==> src/rtl/mult_arb_sched.sv <==
// mult_arb_sched
//   Round-robin scheduler that shares one pipelined 16x16 multiplier between
//   NREQ requesters. Accepts operand pairs over per-requester valid/ready,
//   issues at most one operation per cycle, and carries each operation's
//   requester id through a fixed-latency tag pipeline. When the product comes
//   back it is returned to its owner as a one-cycle response pulse.
//
// Parameters
//   NREQ     number of requesters (2..8)
//   MUL_LAT  cycles from mul_valid_o to the matching mul_p_i (1..8)
//
// Ports
//   clk_i        clock
//   rst_i        asynchronous active-high reset
//   en_i         grant enable; low blocks new grants, in-flight work drains
//   req_valid_i  per-requester operand-pair valid
//   req_ready_o  one-hot grant (combinational)
//   req_a_i      operand A, requester k at [16k+15:16k]
//   req_b_i      operand B, same packing
//   mul_valid_o  issue strobe to the multiplier datapath
//   mul_a_o      issued operand A
//   mul_b_o      issued operand B
//   mul_p_i      product, valid MUL_LAT cycles after issue
//   rsp_valid_o  one-hot one-cycle product-ready pulse
//   rsp_p_o      product for the pulsing requester (holds otherwise)
//   busy_o       an operation is pending issue or in flight
//
// Configuration
//   MULT_ARB_RSP_REG_EN  when defined, responses pass through one extra
//                        register stage (latency +1) and busy_o covers it.

module mult_arb_sched #(
  parameter int NREQ    = 4,
  parameter int MUL_LAT = 3
) (
  input  logic               clk_i,
  input  logic               rst_i,
  input  logic               en_i,
  input  logic [NREQ-1:0]    req_valid_i,
  output logic [NREQ-1:0]    req_ready_o,
  input  logic [NREQ*16-1:0] req_a_i,
  input  logic [NREQ*16-1:0] req_b_i,
  output logic               mul_valid_o,
  output logic [15:0]        mul_a_o,
  output logic [15:0]        mul_b_o,
  input  logic [31:0]        mul_p_i,
  output logic [NREQ-1:0]    rsp_valid_o,
  output logic [31:0]        rsp_p_o,
  output logic               busy_o
);

  localparam int IW = $clog2(NREQ);

  logic [IW-1:0]   rr_ptr;
  logic [IW-1:0]   rr_next;
  logic [IW-1:0]   grant_id;
  logic [IW-1:0]   search_idx;
  logic            grant_found;
  logic            accept;
  logic [15:0]     grant_a;
  logic [15:0]     grant_b;
  logic [IW-1:0]   issue_id;

  logic [MUL_LAT-1:0]         tag_v;
  logic [MUL_LAT-1:0][IW-1:0] tag_id;
  logic                       last_v;
  logic [IW-1:0]              last_id;
  logic [NREQ-1:0]            rsp_oh;
  logic [31:0]                rsp_p_q;

  // Round-robin search: first valid requester at or above rr_ptr, wrapping.
  // NOTE: every variable assigned in always_comb gets a default first, so no
  // path leaves it unassigned and no latch is inferred.
  always_comb begin
    grant_found = 1'b0;
    grant_id    = '0;
    search_idx  = '0;
    for (int i = 0; i < NREQ; i++) begin
      search_idx = IW'((int'(rr_ptr) + i) % NREQ);
      if (!grant_found && req_valid_i[search_idx]) begin
        grant_found = 1'b1;
        grant_id    = search_idx;
      end
    end
  end

  // Grants are suppressed while disabled or held in reset.
  assign req_ready_o = (grant_found && en_i && !rst_i)
                     ? (NREQ'(1) << grant_id) : '0;
  assign accept      = |(req_valid_i & req_ready_o);
  assign rr_next     = (grant_id == IW'(NREQ - 1)) ? '0 : grant_id + IW'(1);

  // Operand mux for the granted requester.
  always_comb begin
    grant_a = '0;
    grant_b = '0;
    for (int i = 0; i < NREQ; i++) begin
      if (IW'(i) == grant_id) begin
        grant_a = req_a_i[i*16 +: 16];
        grant_b = req_b_i[i*16 +: 16];
      end
    end
  end

  // Issue register and round-robin pointer.
  // NOTE: sequential state uses non-blocking assignments so every register
  // samples pre-edge values regardless of process ordering.
  always_ff @(posedge clk_i or posedge rst_i) begin
    if (rst_i) begin
      rr_ptr      <= '0;
      mul_valid_o <= 1'b0;
      mul_a_o     <= '0;
      mul_b_o     <= '0;
      issue_id    <= '0;
    end else begin
      mul_valid_o <= accept;
      if (accept) begin
        rr_ptr   <= rr_next;
        mul_a_o  <= grant_a;
        mul_b_o  <= grant_b;
        issue_id <= grant_id;
      end
    end
  end

  // Tag pipeline valid bits: cleared by reset so in-flight work is dropped.
  always_ff @(posedge clk_i or posedge rst_i) begin
    if (rst_i) begin
      tag_v <= '0;
    end else begin
      tag_v[0] <= mul_valid_o;
      for (int s = 1; s < MUL_LAT; s++) begin
        tag_v[s] <= tag_v[s-1];
      end
    end
  end

  // NOTE: the id payload is qualified by tag_v, so it needs no reset; only
  // the valid bits carry control meaning.
  always_ff @(posedge clk_i) begin
    tag_id[0] <= issue_id;
    for (int s = 1; s < MUL_LAT; s++) begin
      tag_id[s] <= tag_id[s-1];
    end
  end

  assign last_v  = tag_v[MUL_LAT-1];
  assign last_id = tag_id[MUL_LAT-1];
  assign rsp_oh  = last_v ? (NREQ'(1) << last_id) : '0;

  // Last returned product; supplies the hold value between responses.
  always_ff @(posedge clk_i or posedge rst_i) begin
    if (rst_i) begin
      rsp_p_q <= '0;
    end else if (last_v) begin
      rsp_p_q <= mul_p_i;
    end
  end

`ifdef MULT_ARB_RSP_REG_EN
  logic [NREQ-1:0] rsp_v_q;

  always_ff @(posedge clk_i or posedge rst_i) begin
    if (rst_i) begin
      rsp_v_q <= '0;
    end else begin
      rsp_v_q <= rsp_oh;
    end
  end

  assign rsp_valid_o = rsp_v_q;
  assign rsp_p_o     = rsp_p_q;
  assign busy_o      = mul_valid_o | (|tag_v) | (|rsp_v_q);
`else
  assign rsp_valid_o = rsp_oh;
  assign rsp_p_o     = last_v ? mul_p_i : rsp_p_q;
  assign busy_o      = mul_valid_o | (|tag_v);
`endif

endmodule

==> config.mk <==
export PLATFORM = sky130hd
export DESIGN_NAME = mult_arb_sched
export DESIGN_NICKNAME = d
export VERILOG_FILES = /design/src/rtl/mult_arb_sched.sv
export SDC_FILE = /design/constraint.sdc
export NUM_CORES = 1
export LEC_CHECK = 0
export BUFFER_PORTS_ARGS = -buffer_cell sky130_fd_sc_hd__buf_2
export CORE_MARGIN = 2
export CORE_UTILIZATION = 47
export DETAILED_ROUTE_END_ITERATION = 7
export PLACE_DENSITY = 0.87
export SYNTH_ARGS = -nofsm -noshare
export SYNTH_HDL_FRONTEND = slang
export SYNTH_SLANG_ARGS = --single-unit
==> constraint.sdc <==
create_clock -name clk_i -period 4.27 [get_ports clk_i]
set_input_delay 0.427 -clock clk_i [delete_from_list [all_inputs] [get_ports clk_i]]
set_output_delay 0.427 -clock clk_i [all_outputs]
set_load 0.1 [all_outputs]
## Yosys cells after proc, flatten, opt, wreduce, memory -nomap -nowiden

Index checks and enable logic that the tools add are counted.

- Flip-flop bits (word level): 78
- Word-level logic and storage cells: 66
- Output and inout bits: 74
- Input bits: 167

- Reductions and logical operators: 12
- Bitwise operators: 2
- Shifts and indexed selects: 2
- Add/subtract/negate cells: 4
- Equality and inequality tests: 4
- Muxes and demuxes: 28
- Magnitude comparators: 4

Operators by type and width:

| kind | number |
|---|---|
| 16-bit two-way mux | 8 |
| 32-bit two-way mux | 1 |
| 2-bit by 3-bit < comparator with 1-bit output, second input constant | 4 |
| 2-bit two-way mux | 5 |
| 1-bit binary-select mux with 2-bit select | 4 |
| 1-bit two-way mux | 8 |
| 4-bit two-way mux | 2 |
| 1-bit by 2-bit << shifter with 4-bit output, first input constant | 2 |
| 1-bit logical AND | 5 |
| 2-bit by 1-bit adder with 2-bit output, second input constant | 2 |
| 2-bit adder, second input constant | 2 |
| 4-bit AND | 1 |
| 2-bit equality test, first input constant | 2 |
| 1-bit zero test | 4 |
| 4-bit OR reduction | 1 |
| 3-bit OR reduction | 1 |
| 1-bit by 2-bit equality test with 1-bit output, first input constant | 1 |
| 2-bit equality test, second input constant | 1 |
| 2-bit zero test | 1 |
| 1-bit bitwise OR | 1 |

## Depth between registers and ports, before layout

Gate-level depths: netlist of run 1.

- Depth in word-level cells: 17
- Depth in mapped cells: 11
- Gate-level depth less buffers: 9

## Least setup slack after synthesis of run 1

No wires, ideal clock.

- Path type: reg-to-output
- From: register tag_v[2]
- To: output port rsp_valid_o[0]
- Buffers on the path: 2
- Setup slack: 0.678 ns
- Arrival time: 3.165 ns
- Cell stages (with the launch flop): 4
- Data required time: 3.843 ns
- Cells stage by stage: dfrtp_1 -> clkbuf_1 -> clkbuf_1 -> nor3b_1

- Word-level cells in the longest chain between the ends: 1

Ends and longest elaborated chain:

| what | line | RTL |
|---|---|---|
| start: declaration | 64 | `logic [MUL_LAT-1:0] tag_v;` |
| start signal: indexed assignment | 133 | `tag_v[s] <= tag_v[s-1];` |
| 4-bit two-way mux | 149 | `assign rsp_oh = last_v ? (NREQ'(1) << last_id) : '0;` |
| end: declaration | 47 | `output logic [NREQ-1:0] rsp_valid_o,` |

Every way passes these cells.

## Worst setup path in the final report of run 1

- From: register rr_ptr[1]
- To: output port req_ready_o[3]

- Elaborated cells on any way between the ends: 29
- Classes of those cells: 3 x add/sub; 1 x shift; 17 x mux; 8 x reduce/logical

RTL lines:

| what | line | RTL |
|---|---|---|
| start: declaration | 54 | `logic [IW-1:0] rr_ptr;` |
| start signal: assignment | 118 | `rr_ptr <= rr_next;` |
| parallel branches: the longest is 11 deep, another holds 2-bit by 1-bit adder with 2-bit output | - |  |
| 2-bit two-way mux * | 80 | `if (!grant_found && req_valid_i[search_idx]) begin` |
| named net grant_id[0] | 56 | `logic [IW-1:0] grant_id;` |
| 1-bit by 2-bit << shifter with 4-bit output * | 89 | `? (NREQ'(1) << grant_id) : '0;` |
| 4-bit two-way mux * | 89 |  |
| end: declaration | 40 | `output logic [NREQ-1:0] req_ready_o,` |

Mark *: on every way through the listed nets, which the timed path passes. The select of a mux whose other input is x is not followed.

==> flow_summary.toml, run 1 <==
[outcome]
outcome = "complete, no violations"

[worst_setup_path]
arrival_ns = 3.04
crit_family = "buffers and inverters"
critPathSlowestCell = "a221oi_1"
reg2reg_depth = 9
crit_chain = "nor2b_1, a221oi_1, ha_2, buf_4, and2_1, buf_2"
critPathMaxStageDelay_ns = 0.63
crit_required_ns = 3.84
r2r_slack_ns = 1.02
crit_cells = 6
critical_path_buf_inv_count = 2
critPathMaxFanout = 65
cp-end-kind = "output pin"
startpoint_type = "register"
critPathKind = "reg2out"

[sta]
hold_viol = 0
finClkSkew_ns = 0.0156
fin_crit_sh_pct = 81.1
grt_setup_unrepaired = "no"
tightestPinTransition_ns = 0.756
final_max_slew_viol_count = 0
period_minus_slack_ns = 3.46
relSlewSlack_pct = 49.5
fin_tns_setup_ns = 0
max_clock_freq_ghz = 0.289
final-setup-viol-count = 0

[placement]
routabilityCongestion = 0.874
dpl.hpwl_um = 8720
port_buffers = 240

[synthesis]
synth_nets = 546
seq_area_frac_synth_pct = 49.2
ys_types = 30
syn_area_per_cell_sq_um = 10.4
synth-edff-count = 0
yosysWarnings = 0
synth-async-reset-ratio_pct = 92.3
synth_largest_area_cell = "dfrtp_1"
synth_area_sq_um = 3910
syn_inst = 375
synth.top_cell.area_share_pct = 46.1
yosys-top-cells-area = "dfrtp_1 (46%), mux2_2 (10%), a21oi_1 (8.6%)"
synth-seq-cells = 78
ys.flop_type = "dfrtp_1"

[min_path]
hp-class = "in2async"

[clocking]
post_cts_resized = 0
clkTransAtPathRegs_ns = 0.10
clk_latency_ns = 0.34
cts_buffer_depth = 2
cts_root_buf = "clkbuf_8"
cts_max_level = 3
clock-sinks = 78
hold_buffers = 0
cts_made_buffers = 9
postCtsSetupBuffers = 0
cts_tree = "done"

[floorplan]
die-area_sq_um = 9060
core_area_sq_um = 8130
fp.dieW_um = 95.2
rows = 33
dieHeight_um = 95.2
ios = 241
start_util_pct = 48.0

[route]
num_vias = 3846
totalWireLength_um = 11600
firstDrtPassIters = 4
postRouteAntennaNets = 0
drt_iter0_drc = 168
drc = 0
wl_per_cell_um = 16.3
viasPerCell = 5.41

[finish]
drive_above_1_share_pct = 50.2
nets = 772
final_cell_mix = "buf_2 (240), dfrtp_1 (72), a21oi_1 (67)"
final_common_cell = "buf_2"
syn2layout_area_growth_pct = 35.3
antenna_cells = 0

[global_routing]
grt_pass1_vias = 3540
track_usage_pct = 24.3
grt_first_pass_wirelength_um = 17000
overflow = 0
grt_antenna_before_repair = 0
grt_max_degree = 71

[flow_run]
cap_violations = 0
[flip-flops by register name (all words and copies together) (netlist names)]
| signal | flops |
|---|---|
| issue_id | 2 |
| last_id | 2 |
| mul_a_o | 16 |
| mul_b_o | 16 |
| mul_valid_o | 1 |
| rr_ptr | 2 |
| rsp_p_q | 32 |
| tag_id | 4 |
| tag_v | 3 |
[Yosys cell counts (6+ instances only)]
cell type  count
a21oi_1       67
inv_1         36
dfrtp_1       72
a22oi_1       33
mux2_2        35
clkbuf_1      20
a221o_1       31
nor2_1        37
dfxtp_1        6
[kinds of logic after synthesis]
family / share of synthesized area (%)
AO/OA/AOI/OAI: 24.5
adder cells (fa/ha/maj): 1.28
buffers and inverters: 8.58
flip-flops: 49.2
multiplexers: 10.3
AND/OR/NAND/NOR: 6.15
[worst register-to-register path, cell delays in order (launching register included)]
cell and delay [ns]:
dfrtp_1 0.45, nor2b_1 0.17, a2111oi_0 0.53, nor2_1 0.21
inv_1 0.13, ha_1 0.23, a22oi_1 0.14, a2111oi_4 0.29
buf_4 0.58, mux2_2 0.41
[routing by layer]
layer	vias up	wire (um)	track usage, %
met1	1797	4280	28.2
met5	-	0	0
li1	1806	-	-
met4	0	261	9.54
met2	220	5890	42.9
met3	23	1180	5.93
[worst paths after layout]
| kind | endpoint | start |
|---|---|---|
| max in group asynchronous | rr_ptr[0] | rst_i |
| setup reg to reg | issue_id[0] | rr_ptr[1] |
| hold / removal | rsp_p_q[29] | rst_i |
| min in group clk_i | rsp_p_q[29] | mul_p_i[29] |
| hold reg to reg | last_id[0] | tag_id[2] |
| setup / recovery | req_ready_o[3] | rr_ptr[1] |
[area by class of cell]
| type | count | area [sq um] |
|---|---|---|
| clock inverter | 7 | 62.6 |
| tap | 105 | 131 |
| fill | 659 | 2850 |
| sequential | 78 | 1920 |
| clock buffer | 9 | 124 |
| timing repair buffer | 247 | 1250 |
| inverter | 36 | 135 |
| multi-input combinational | 229 | 1660 |
[per-stage QoR]
stage | utilization (%) | cell area, sq um | std cells | hold WS, ns | setup slack (ns)
floorplan | - | 3910 | 375 | 0.310 | 0.678
global placement | 62.7 | 5100 | 695 | 0.312 | 1.18
detailed placement | 62.7 | 5100 | 695 | 0.326 | 1.02
CTS | 65.0 | 5290 | 711 | 0.259 | 0.759
global route | 65.0 | 5290 | 711 | 0.284 | 0.580
finish | 65.0 | 5290 | 711 | 0.249 | 0.808
Power of run 1 is not shown: default switching activity piles up to over one toggle a cycle in this logic, so the estimate is an artifact.
==> inputs of run 2 (changes only) <==
--- a/config.mk
+++ b/config.mk
@@ -5,11 +5,12 @@
 export SDC_FILE = /design/constraint.sdc
 export NUM_CORES = 1
 export LEC_CHECK = 0
+export ABC_AREA = 1
 export BUFFER_PORTS_ARGS = -buffer_cell sky130_fd_sc_hd__buf_2
 export CORE_MARGIN = 2
-export CORE_UTILIZATION = 47
+export CORE_UTILIZATION = 45
 export DETAILED_ROUTE_END_ITERATION = 7
-export PLACE_DENSITY = 0.87
+export PLACE_DENSITY = 0.82
 export SYNTH_ARGS = -nofsm -noshare
 export SYNTH_HDL_FRONTEND = slang
 export SYNTH_SLANG_ARGS = --single-unit
==> constraint.sdc (replaced) <==
create_clock -name clk_i -period 3.3 [get_ports clk_i]
set_input_delay 0.33 -clock clk_i [delete_from_list [all_inputs] [get_ports clk_i]]
set_output_delay 0.33 -clock clk_i [all_outputs]
set_load 0.1 [all_outputs]
==> flow_summary.toml, run 2 <==
[finish]
final_cell_mix = "nand2_1 (262), buf_2 (234), o21ai_0 (100)"
nets = 999
top_register = "rsp_p_q"
reg_top3 = "rsp_p_q: 32 flops, mul_a_o: 16 flops, mul_b_o: 16 flops"
drive_above_1_share_pct = 35.3
syn2layout_area_growth_pct = 38.4
final_util_pct = 63.7
fin_area_sq_um = 5860
antenna_cells = 0
layout.cells.non_filler = 944
largest_reg_flops = 32
final_common_cell = "nand2_1"

[flow_run]
cap_violations = 0

[floorplan]
start_util_pct = 46.0
ios = 241
die-area_sq_um = 10200
fp.dieW_um = 101
dieHeight_um = 101
core_area_sq_um = 9200
rows = 35

[sta]
final_max_slew_viol_count = 0
final-setup-viol-count = 0
tightestPinTransition_ns = 0.881
relSlewSlack_pct = 40.9
fin_crit_sh_pct = 94.4
hold_viol = 0
max_clock_freq_ghz = 0.321
finClkSkew_ns = 0.0104
period_minus_slack_ns = 3.11

[clocking]
clk_latency_ns = 0.34
clock-sinks = 78
cts_buffer_depth = 2
clkTransAtPathRegs_ns = 0.08
cts_made_buffers = 9
cts_tree = "done"
cts_max_level = 3
cts_root_buf = "clkbuf_8"

[synthesis]
synthTopCellsByCount = "nand2_1 (262), o21ai_0 (100), dfrtp_1 (72)"
syn_area_per_cell_sq_um = 7.06
seq_area_frac_synth_pct = 45.4
synth.top_cell.area_share_pct = 42.6
synth-async-reset-ratio_pct = 92.3
synth-seq-cells = 78
ys.flop_type = "dfrtp_1"
synth_area_sq_um = 4230
yosysWarnings = 0
syn_inst = 600
synth_nets = 771
yosysMostFrequentCell = "nand2_1"
synth-edff-count = 0
synth_largest_area_cell = "dfrtp_1"
ys_types = 27
yosys-top-cells-area = "dfrtp_1 (43%), nand2_1 (23%), o21ai_0 (12%)"

[worst_setup_path]
critPathKind = "reg2out"
arrival_ns = 2.78
rr_endpoint = "mul_a_o[15]"
startpoint_type = "register"
reg2reg_depth = 17
critPathMaxFanout = 14
r2r-start = "rr_ptr[0]"
crit_start = "rr_ptr[0]"
r2r_slack_ns = 0.23
crit_required_ns = 2.97
cp-end-kind = "output pin"

[placement]
dpl.hpwl_um = 9930
port_buffers = 240
dpl-instance-area_sq_um = 5590
routabilityCongestion = 0.885
dp_cells = 922

[route]
viasPerCell = 5.13
postRouteAntennaNets = 0
firstDrtPassIters = 5
drt_iter0_drc = 233
drc = 0
wl_per_cell_um = 14.0
totalWireLength_um = 13200
num_vias = 4838

[min_path]
whs_path_depth = 3
min_from = "mul_p_i[5]"
hold_path_end = "rsp_p_q[5]"
hp-class = "in2reg"

[global_routing]
grt_max_degree = 43
overflow = 0
grt_antenna_before_repair = 0
track_usage_pct = 24.9
grt_first_pass_wirelength_um = 20100
grt_pass1_vias = 4496

[outcome]
outcome = "complete, no violations"
-- run 2: cell count changes in the layout (fill, tap and decap cells not counted), moves of 6 or more --
cell and change:
nand2_1 +260, o21ai_0 +99, inv_1 -23, buf_12 +6
a22oi_1 -33, nand3_1 +35, mux2_2 -35, a21oi_1 -35
a221o_1 -31, buf_2 -6, buf_4 +10, nor2_1 -32
-- run 2: per-stage QoR --
step                setup TNS, ns  setup WS (ns)  hold WS, ns
floorplan                       0          0.142        0.310
global placement                0          0.292        0.226
detailed placement              0         0.0520        0.226
CTS                             0          0.152        0.177
global route             -0.00372       -0.00372        0.174
finish                          0          0.185        0.199
-- run 2: area by class of cell --
type | count | area (sq um)
Timing Repair Buffer | 258 | 1430
Inverter | 18 | 77.6
Clock inverter | 6 | 71.3
Clock buffer | 10 | 128
Tap cell | 111 | 139
Multi-Input combinational cell | 463 | 2090
Fill cell | 831 | 3340
Sequential cell | 78 | 1920
-- run 2: cells by family (layout without fill, tap and decap cells) --
logic type               Yosys count  after routing  synth area share [%]
AND/OR/NAND/NOR                  325            326                  31.6
buffers and inverters             60            292                  6.09
adder cells (fa/ha/maj)            4              4                  1.18
flip-flops                        78             78                  45.4
AO/OA/AOI/OAI                    133            133                  15.8
-- run 2: timing repair --
action                                  in CTS  in global routing
hold buffers                                 1                  0
setup buffers                                1                  3
endpoints found under the setup margin       1                 40
pin swaps                                    0                  2
endpoints found under the hold margin        4                  0
cloned                                       0                  1
gates resized for setup                      2                  4
-- run 2: how the worst max path moves through the flow --
stage	to	slack, ns	cells after the start
after detailed placement	mul_a_o[15]	0.05	16
after global routing	mul_a_o[14]	-0.004	16
after CTS	issue_id[0]	0.15	15
after floorplan	req_ready_o[3]	0.14	15
after global placement	mul_b_o[5]	0.29	17
final	req_ready_o[2]	0.19	13
-- run 2: critical path, stage by stage, from the launching register on --
cell and delay, ns:
dfrtp_2 0.47, inv_4 0.11, nand2_1 0.08, nand3_1 0.10, nand2_1 0.11, nor2_4 0.17, nand3_2 0.15, nand2_1 0.10
nor2_1 0.08, inv_1 0.12, ha_2 0.39, clkinvlp_4 0.20, nor2_2 0.17, buf_12 0.19
-- run 2: per-layer routing --
layer,share of wire (%),GRT usage [%],wire length (um)
met5,0,0,0
met4,2.7,12.5,362
met3,8.4,4.72,1110
met2,48,41.8,6370
met1,41,30.6,5340
Power of run 2 is left out for the same reason.
